[src/rtl/pkt_pkg.sv]
//==============================================================================
// Module  : pkt_pkg
// Purpose : Shared widths and the read-engine state encoding for the packet
//           path. Imported by pkt_rd_engine and its bench.
// Revision: 1.0 - initial release
//==============================================================================
`default_nettype none

package pkt_pkg;

  localparam int DATA_W  = 32;  // sink / buffer word width
  localparam int LEN_W   = 16;  // byte-length and word-counter width
  localparam int EMPTY_W = 2;   // invalid-byte count on the eop beat

  typedef enum logic [2:0] {
    ST_IDLE     = 3'd0,
    ST_WAIT_SOP = 3'd1,
    ST_XFER     = 3'd2,
    ST_DRAIN    = 3'd3,
    ST_DONE     = 3'd4
  } rd_state_e;

endpackage

`default_nettype wire

[src/rtl/pkt_rd_engine.sv]
//==============================================================================
// Module  : pkt_rd_engine
// Purpose : On a start command, waits for a start-of-packet beat on the sink,
//           copies the packet into a buffer with zero-latency writes, truncates
//           it at MAX_WORDS (draining the rest), records the byte length and
//           pulses rdy once the packet has been fully consumed.
// Ports   : clk, reset (synchronous, active-low)
//           start  in   command pulse, honoured only in IDLE
//           rdy    out  one-cycle completion pulse
//           busy   out  FSM not in IDLE
//           snk_*       valid/ready streaming sink with sop/eop/empty
//           buf_*       buffer write strobe, data, and back-pressure (full)
//           pkt_len out byte length of the last packet
//           trunc   out last packet exceeded MAX_WORDS
// Revision: 1.0 - initial release
//==============================================================================
`default_nettype none

module pkt_rd_engine
  import pkt_pkg::*;
#(
  parameter int MAX_WORDS = 384
) (
  input  logic               clk,
  input  logic               reset,
  input  logic               start,
  output logic               rdy,
  output logic               busy,
  input  logic               snk_valid,
  output logic               snk_ready,
  input  logic               snk_sop,
  input  logic               snk_eop,
  input  logic [DATA_W-1:0]  snk_data,
  input  logic [EMPTY_W-1:0] snk_empty,
  output logic               buf_wr,
  output logic [DATA_W-1:0]  buf_data,
  input  logic               buf_full,
  output logic [LEN_W-1:0]   pkt_len,
  output logic               trunc
);

  localparam logic [LEN_W-1:0] MAX_CNT   = LEN_W'(MAX_WORDS);
  localparam logic [LEN_W-1:0] MAX_BYTES = LEN_W'(MAX_WORDS * 4);

  rd_state_e        state;
  rd_state_e        state_nxt;
  logic [LEN_W-1:0] word_cnt;
  logic [LEN_W-1:0] cnt_base;
  logic [LEN_W-1:0] words_after;
  logic [LEN_W-1:0] len_eop;
  logic             accept;
  logic             hits_max;
  logic             in_write_state;

  // The sop beat in WAIT_SOP starts a fresh count, so the counter value left
  // over from the previous packet is ignored there rather than cleared first.
  assign cnt_base    = (state == ST_WAIT_SOP) ? '0 : word_cnt;
  assign words_after = cnt_base + LEN_W'(1);
  assign hits_max    = (words_after == MAX_CNT);
  assign len_eop     = {words_after[LEN_W-3:0], 2'b00} - LEN_W'(snk_empty);

  assign accept = snk_valid && snk_ready;

  assign in_write_state = ((state == ST_WAIT_SOP) && snk_sop) || (state == ST_XFER);

  // Write strobe is built straight from the handshake terms so the buffer
  // sees the beat in the same cycle it is accepted.
  assign buf_wr   = reset && snk_valid && !buf_full && in_write_state;
  assign buf_data = snk_data;

  // State register
  always_ff @(posedge clk) begin
    if (!reset) begin
      state <= ST_IDLE;
    end else begin
      state <= state_nxt;
    end
  end

  // Next-state logic
  always_comb begin
    state_nxt = state;
    case (state)
      ST_IDLE: begin
        if (start) state_nxt = ST_WAIT_SOP;
      end
      ST_WAIT_SOP: begin
        if (accept && snk_sop) begin
          if (snk_eop)       state_nxt = ST_DONE;
          else if (hits_max) state_nxt = ST_DRAIN;
          else               state_nxt = ST_XFER;
        end
      end
      ST_XFER: begin
        if (accept) begin
          if (snk_eop)       state_nxt = ST_DONE;
          else if (hits_max) state_nxt = ST_DRAIN;
        end
      end
      ST_DRAIN: begin
        if (accept && snk_eop) state_nxt = ST_DONE;
      end
      ST_DONE: begin
        state_nxt = ST_IDLE;
      end
      default: begin
        state_nxt = ST_IDLE;
      end
    endcase
  end

  // Output logic; everything is held low while reset is asserted so the
  // outputs are quiet even before the state register has been cleared.
  always_comb begin
    snk_ready = 1'b0;
    rdy       = 1'b0;
    busy      = 1'b0;
    if (reset) begin
      busy = (state != ST_IDLE);
      case (state)
        ST_WAIT_SOP, ST_XFER: snk_ready = !buf_full;
        ST_DRAIN:             snk_ready = 1'b1;
        ST_DONE:              rdy       = 1'b1;
        default:              snk_ready = 1'b0;
      endcase
    end
  end

  // Word counter, truncation flag and length register
  always_ff @(posedge clk) begin
    if (!reset) begin
      word_cnt <= '0;
      pkt_len  <= '0;
      trunc    <= 1'b0;
    end else if (buf_wr) begin
      word_cnt <= words_after;
      if (state == ST_WAIT_SOP) trunc <= 1'b0;
      if (snk_eop) begin
        pkt_len <= len_eop;
      end else if (hits_max) begin
        trunc <= 1'b1;
      end
    end else if ((state == ST_DRAIN) && accept && snk_eop) begin
      pkt_len <= MAX_BYTES;
    end
  end

endmodule

`default_nettype wire
[config.mk]
export PLATFORM = sky130hd
export DESIGN_NAME = pkt_rd_engine
export DESIGN_NICKNAME = d
export VERILOG_FILES = /design/src/rtl/pkt_pkg.sv /design/src/rtl/pkt_rd_engine.sv
export SDC_FILE = /design/constraint.sdc
export NUM_CORES = 1
export LEC_CHECK = 0
export CAP_MARGIN = 20
export CORE_UTILIZATION = 25
export CTS_CLUSTER_SIZE = 28
export DETAILED_ROUTE_END_ITERATION = 7
export PLACE_DENSITY_LB_ADDON = 0.3
export REMOVE_ABC_BUFFERS = 1
export SLEW_MARGIN = 20
export SYNTH_ARGS = -nofsm -noshare
export SYNTH_HDL_FRONTEND = slang
export SYNTH_SLANG_ARGS = --single-unit
export TNS_END_PERCENT = 10
[constraint.sdc]
create_clock -name clk -period 4.04 [get_ports clk]
set_input_delay 0.808 -clock clk [delete_from_list [all_inputs] [get_ports clk]]
set_output_delay 0.808 -clock clk [all_outputs]
set_load 0.03 [all_outputs]
* Word level (Yosys, flattened, before mapping) *
Cells that the tools add are included.

cells by class
  add/subtract/negate cells = 2
  reduce and logical (&&, ||, !) cells = 17
  multiplexer cells = 21
  eq/ne operators = 11

operator list
  operator                                               number
  two-way mux 16 bit                                     4
  two-way mux 3 bit                                      7
  adder 16 x 1 -> 16 bit, second input constant          1
  == test 16 x 9 -> 1 bit, second input constant         1
  subtractor 16 x 2 -> 16 bit                            1
  case mux 3 bit (4 select lines)                        1
  logical AND 1 bit                                      9
  two-way mux 1 bit                                      8
  inequality test 2 bit, second input constant           4
  == test 3 x 2 -> 1 bit, second input constant          2
  AND reduction 5 bit                                    1
  == test 3 x 1 -> 1 bit, second input constant          1
  == test 3 bit, second input constant                   1
  logical NOT 3 bit                                      1
  inequality test 3 bit, second input constant           1
  nonzero test 3 bit                                     1
  inequality test 2 x 1 -> 1 bit, second input constant  1
  case mux 1 bit (2 select lines)                        1
  AND reduction 2 bit                                    1
  nonzero test 2 bit                                     1
  OR reduction 2 bit                                     1
  logical NOT 1 bit                                      1
  logical OR 1 bit                                       1

storage, ports and cells
  word-level logic and storage cells = 55
  output and inout port bits = 53
  flip-flop bits (word level) = 36

* Logic depth before layout (Yosys ltp) *
Gate-level depths: netlist (run 1).

  depth in word-level cells = 9
  depth in mapped cells = 13

* Worst setup path before layout (run 1) *
Ideal clock, no wire load.

  path type = register to register
  start = register state[1]
  end = register pkt_len[15]
  clock period less this slack = 3.069 ns
  path slack = 0.971 ns
  data arrival time = 2.942 ns
  stages on the path, launching flop included = 14
  library setup time = 0.127 ns
  cell sequence = dfxtp_1 -> buf_6 -> or3b_1 -> buf_6 -> buf_6 -> and2_1 -> ha_1 -> buf_2 -> xor2_1 -> or3_1 -> nor3_2 -> nand4_1 -> a32o_1 -> or3_1

between the ends
  cells in the longest elaborated chain, start to end = 9

RTL lines
  item                                                            line                  text
  from (decl)                                                     pkt_rd_engine.sv:45   rd_state_e state;
  from (signal assigned)                                          pkt_rd_engine.sv:76   state <= state_nxt;
  branches (longest 9 deep; another with adder 16 x 1 -> 16 bit)  --
  to (signal assigned)                                            pkt_rd_engine.sv:139  pkt_len <= len_eop;
  to (decl)                                                       pkt_rd_engine.sv:38   output logic [LEN_W-1:0] pkt_len,

Parallel ways; which one is timed is not known. The select of a mux whose other input is x is not followed.
A chain may end at the register's enable or synchronous reset.

* Worst setup path in the final report (run 1) *
  start = register state[0]
  end = register pkt_len[15]

The elaborated chain is that of the path after synthesis.

==> results of run 1 <==
cell families after synthesis:
kind of cell    after synthesis  share of synthesized area
xor+xnor                     17                     0.0577
compound gates               75                      0.197
buf+inv                      64                      0.156
flops                        36                      0.279
fa+ha+maj                     2                    0.00970
mux                           5                     0.0204
simple gates                138                      0.280
how the worst max path moves through the flow:
| stage | from | to | slack, ps | cells after the start |
|---|---|---|---|---|
| floorplan | state[0] | pkt_len[15] | 780 | 10 |
| global placement | state[0] | pkt_len[15] | 650 | 10 |
| detailed placement | state[0] | pkt_len[15] | 590 | 10 |
| CTS | state[0] | pkt_len[15] | 590 | 10 |
| global route | state[0] | pkt_len[15] | 310 | 10 |
| finish | state[0] | pkt_len[15] | 580 | 10 |
sequential cells by signal, indices dropped and copies added (netlist names):
name / cells
pkt_len: 16
word_cnt: 16
trunc: 1
state: 3
metrics by stage:
step | cell area (sq um) | total power, mW | setup WS (ps) | instances
after floorplan | 2210 | 0.424 | 780 | 283
final | 2790 | 0.697 | 581 | 457
after global routing | 2790 | 0.732 | 311 | 457
after detailed placement | 2710 | 0.463 | 591 | 450
after global placement | 2710 | 0.462 | 651 | 450
after CTS | 2790 | 0.708 | 586 | 457
final cells by class:
type,instances,share of cell area
multi-input combinational,237,0.523
sequential,36,0.259
timing repair buffer,34,0.118
tap,133,0.0597
clock buffer,6,0.0260
inverter,10,0.0135
clock inverter,1,0.00180
routing by layer:
metal | routed length (um) | up-vias | global-route usage
li1 | - | 1131 | -
met1 | 3590 | 1068 | 0.188
met5 | 0 | - | 0.0190
met2 | 3020 | 59 | 0.194
met3 | 744 | 5 | 0.0843
met4 | 59 | 0 | 0.0342
power breakdown:
group          internal [mW]  switching, mW  total, mW  leakage [nW]
registers              0.358        0.00740      0.365         0.290
logic                 0.0351         0.0548     0.0899         0.552
clock network          0.117          0.124      0.242        0.0410
cells in the final DEF, fill, tap and decap left out, types with 3 or more instances in the layout:
cell type / netlist / final
a21oi_1: 21 / 21
o211ai_1: 4 / 4
a2111oi_0: 3 / 3
inv_1: 9 / 9
nand3_1: 8 / 8
dfxtp_1: 36 / 36
xor2_1: 6 / 6
a31oi_1: 4 / 4
or2b_1: 3 / 3
nand2_1: 42 / 42
buf_4: 33 / 5
mux2i_1: 3 / 3
nand4_1: 6 / 6
or3_1: 7 / 7
and2_1: 3 / 3
xnor2_1: 11 / 11
nor2_1: 38 / 38
clkbuf_8: 0 / 5
clkdlybuf4s50_1: 0 / 29
or4_1: 3 / 3
a22oi_1: 8 / 8
o21ai_0: 14 / 14
nor3_1: 7 / 7
worst reg2reg max path, stage by stage, from the launching register on:
cell and delay, ps:
dfxtp_1 560, or3b_1 520, nand2_1 250, inv_1 70
ha_1 350, xor2_1 200, or3_1 420, nor3_2 180
nand4_1 210, a32o_1 290, or3_1 290
==> results.cfg, run 1 <==
[status]
status = complete, no violations

[cts]
cts_buffers = 5
holdBufCountCts = 0
path_clk_slew_ps = 70
cts_resized = 0
cts_setup_buffers = 0
cts-htree-levels = 2
cts_tree = built
insertion_delay_ps = 290
clockBufferDepth = 2
ctsRootBufferMaster = clkbuf_8
clock-sinks = 36

[timing]
max_slew_margin = 0.520
setup_viol = 0
hold_viol_final = 0
finalCritPeriodShare = 0.856
fin_crit_ps = 3460
tightest_slew_ps = 716
slew_violations = 0
whs_ps = 462
fin_worst_skew_ps = 8.18
fmax_ghz = 0.289
setup_tns_ps = 0
rsz0062_at_grt = false

[critical_path]
cp.required_ps = 4210
crit_chain = or3b_1 > nand2_1 > inv_1 > ha_1 > xor2_1 > or3_1 > nor3_2 > nand4_1 > a32o_1 > or3_1
r2r_start = state[0]
crit_family = simple AND/OR/NAND/NOR gates
cpPeakStageDelay_ps = 560
reg2reg_slack_ps = 580
end_kind = flop
crit_path_frequent_cell = or3_1
cpMaxStageDelayCell = dfxtp_1
path_class = reg2reg
critPathLaunchType = flop
critPathArrivalTime_ps = 3630
worstRegToRegCells = 10
r2r_end = pkt_len[15]
crit_buf_inv = 1
crit_fanout = 14

[synth]
synth_area_sq_mm = 0.00258
synth_top_area_frac = 0.279
synth_edf_count = 0
ys.flop_type = dfxtp_1
yosysMostFrequentCell = nand2_1
syn_area_per_cell_sq_um = 7.65
synth_area_leaders = dfxtp_1 (28%), buf_4 (9.6%), nand2_1 (6.1%), nor2_1 (5.5%), a21oi_1 (4.1%)
synth.distinct_cells = 59
synth_commonest_cells = nand2_1 (42), nor2_1 (38), dfxtp_1 (36)
ys_seq_elements = 36
ys_seq_area_frac = 0.279
ys_async_sr_fraction = 0
synth_area_leader_cell = dfxtp_1
yosysWarnings = 0
syn_inst = 337

[final_layout]
syn_to_final_growth_pct = 8.05
seq_area_sq_um = 721
multi_input_area_sq_mm = 0.00146
drive_gt1_frac = 0.0833
n_antenna_cell = 0
fill_cells = 1064
post-route-util = 0.282
nNetsFinal = 367

[drt]
antenna_left = 0
routedWlPerCell_um = 16.2
dr.pass1.iters = 4
drt-total-wl_um = 7410
drc = 0
post_drt_via_cell_ratio = 4.95
num_vias = 2263
first_iter_violations = 108

[floorplanning]
die_w_um = 104
num_rows = 36
core_sq_mm = 0.00986
floorplan.die.height_um = 104
start_util = 0.261
die_area_sq_mm = 0.0107
io_pins = 94

[place]
portBuffers = 29
gp_congestion = 0.819
dp_hpwl_um = 5490

[grt]
grt_start_max_net_pins = 25
grt_pass1_wl_um = 12000
grt_antenna_before_repair = 0
gr-total-overflow = 0
grt_pass1_vias = 2198
grt_use_total = 0.143

[worst_hold_path]
hold_depth = 2
hold_start = pkt_len[13]
worst_hold_path_type = reg2reg
hold_end = pkt_len[13]

[run]
maxCapViolCount = 0

[power]
powerDensity_mw_per_mm2 = 250
peakVddDrop_v = 0.0000920
power.leakage_nw = 0.883
(Power assumes the default switching activity.)
==> run 2: changes to the inputs <==
--- a/config.mk
+++ b/config.mk
@@ -11,7 +11,6 @@
 export DETAILED_ROUTE_END_ITERATION = 7
 export PLACE_DENSITY_LB_ADDON = 0.3
 export REMOVE_ABC_BUFFERS = 1
-export SLEW_MARGIN = 20
 export SYNTH_ARGS = -nofsm -noshare
 export SYNTH_HDL_FRONTEND = slang
 export SYNTH_SLANG_ARGS = --single-unit
==> results of run 2 <==
Same layout as run 1: the final DEF is identical, and so are final timing and power.
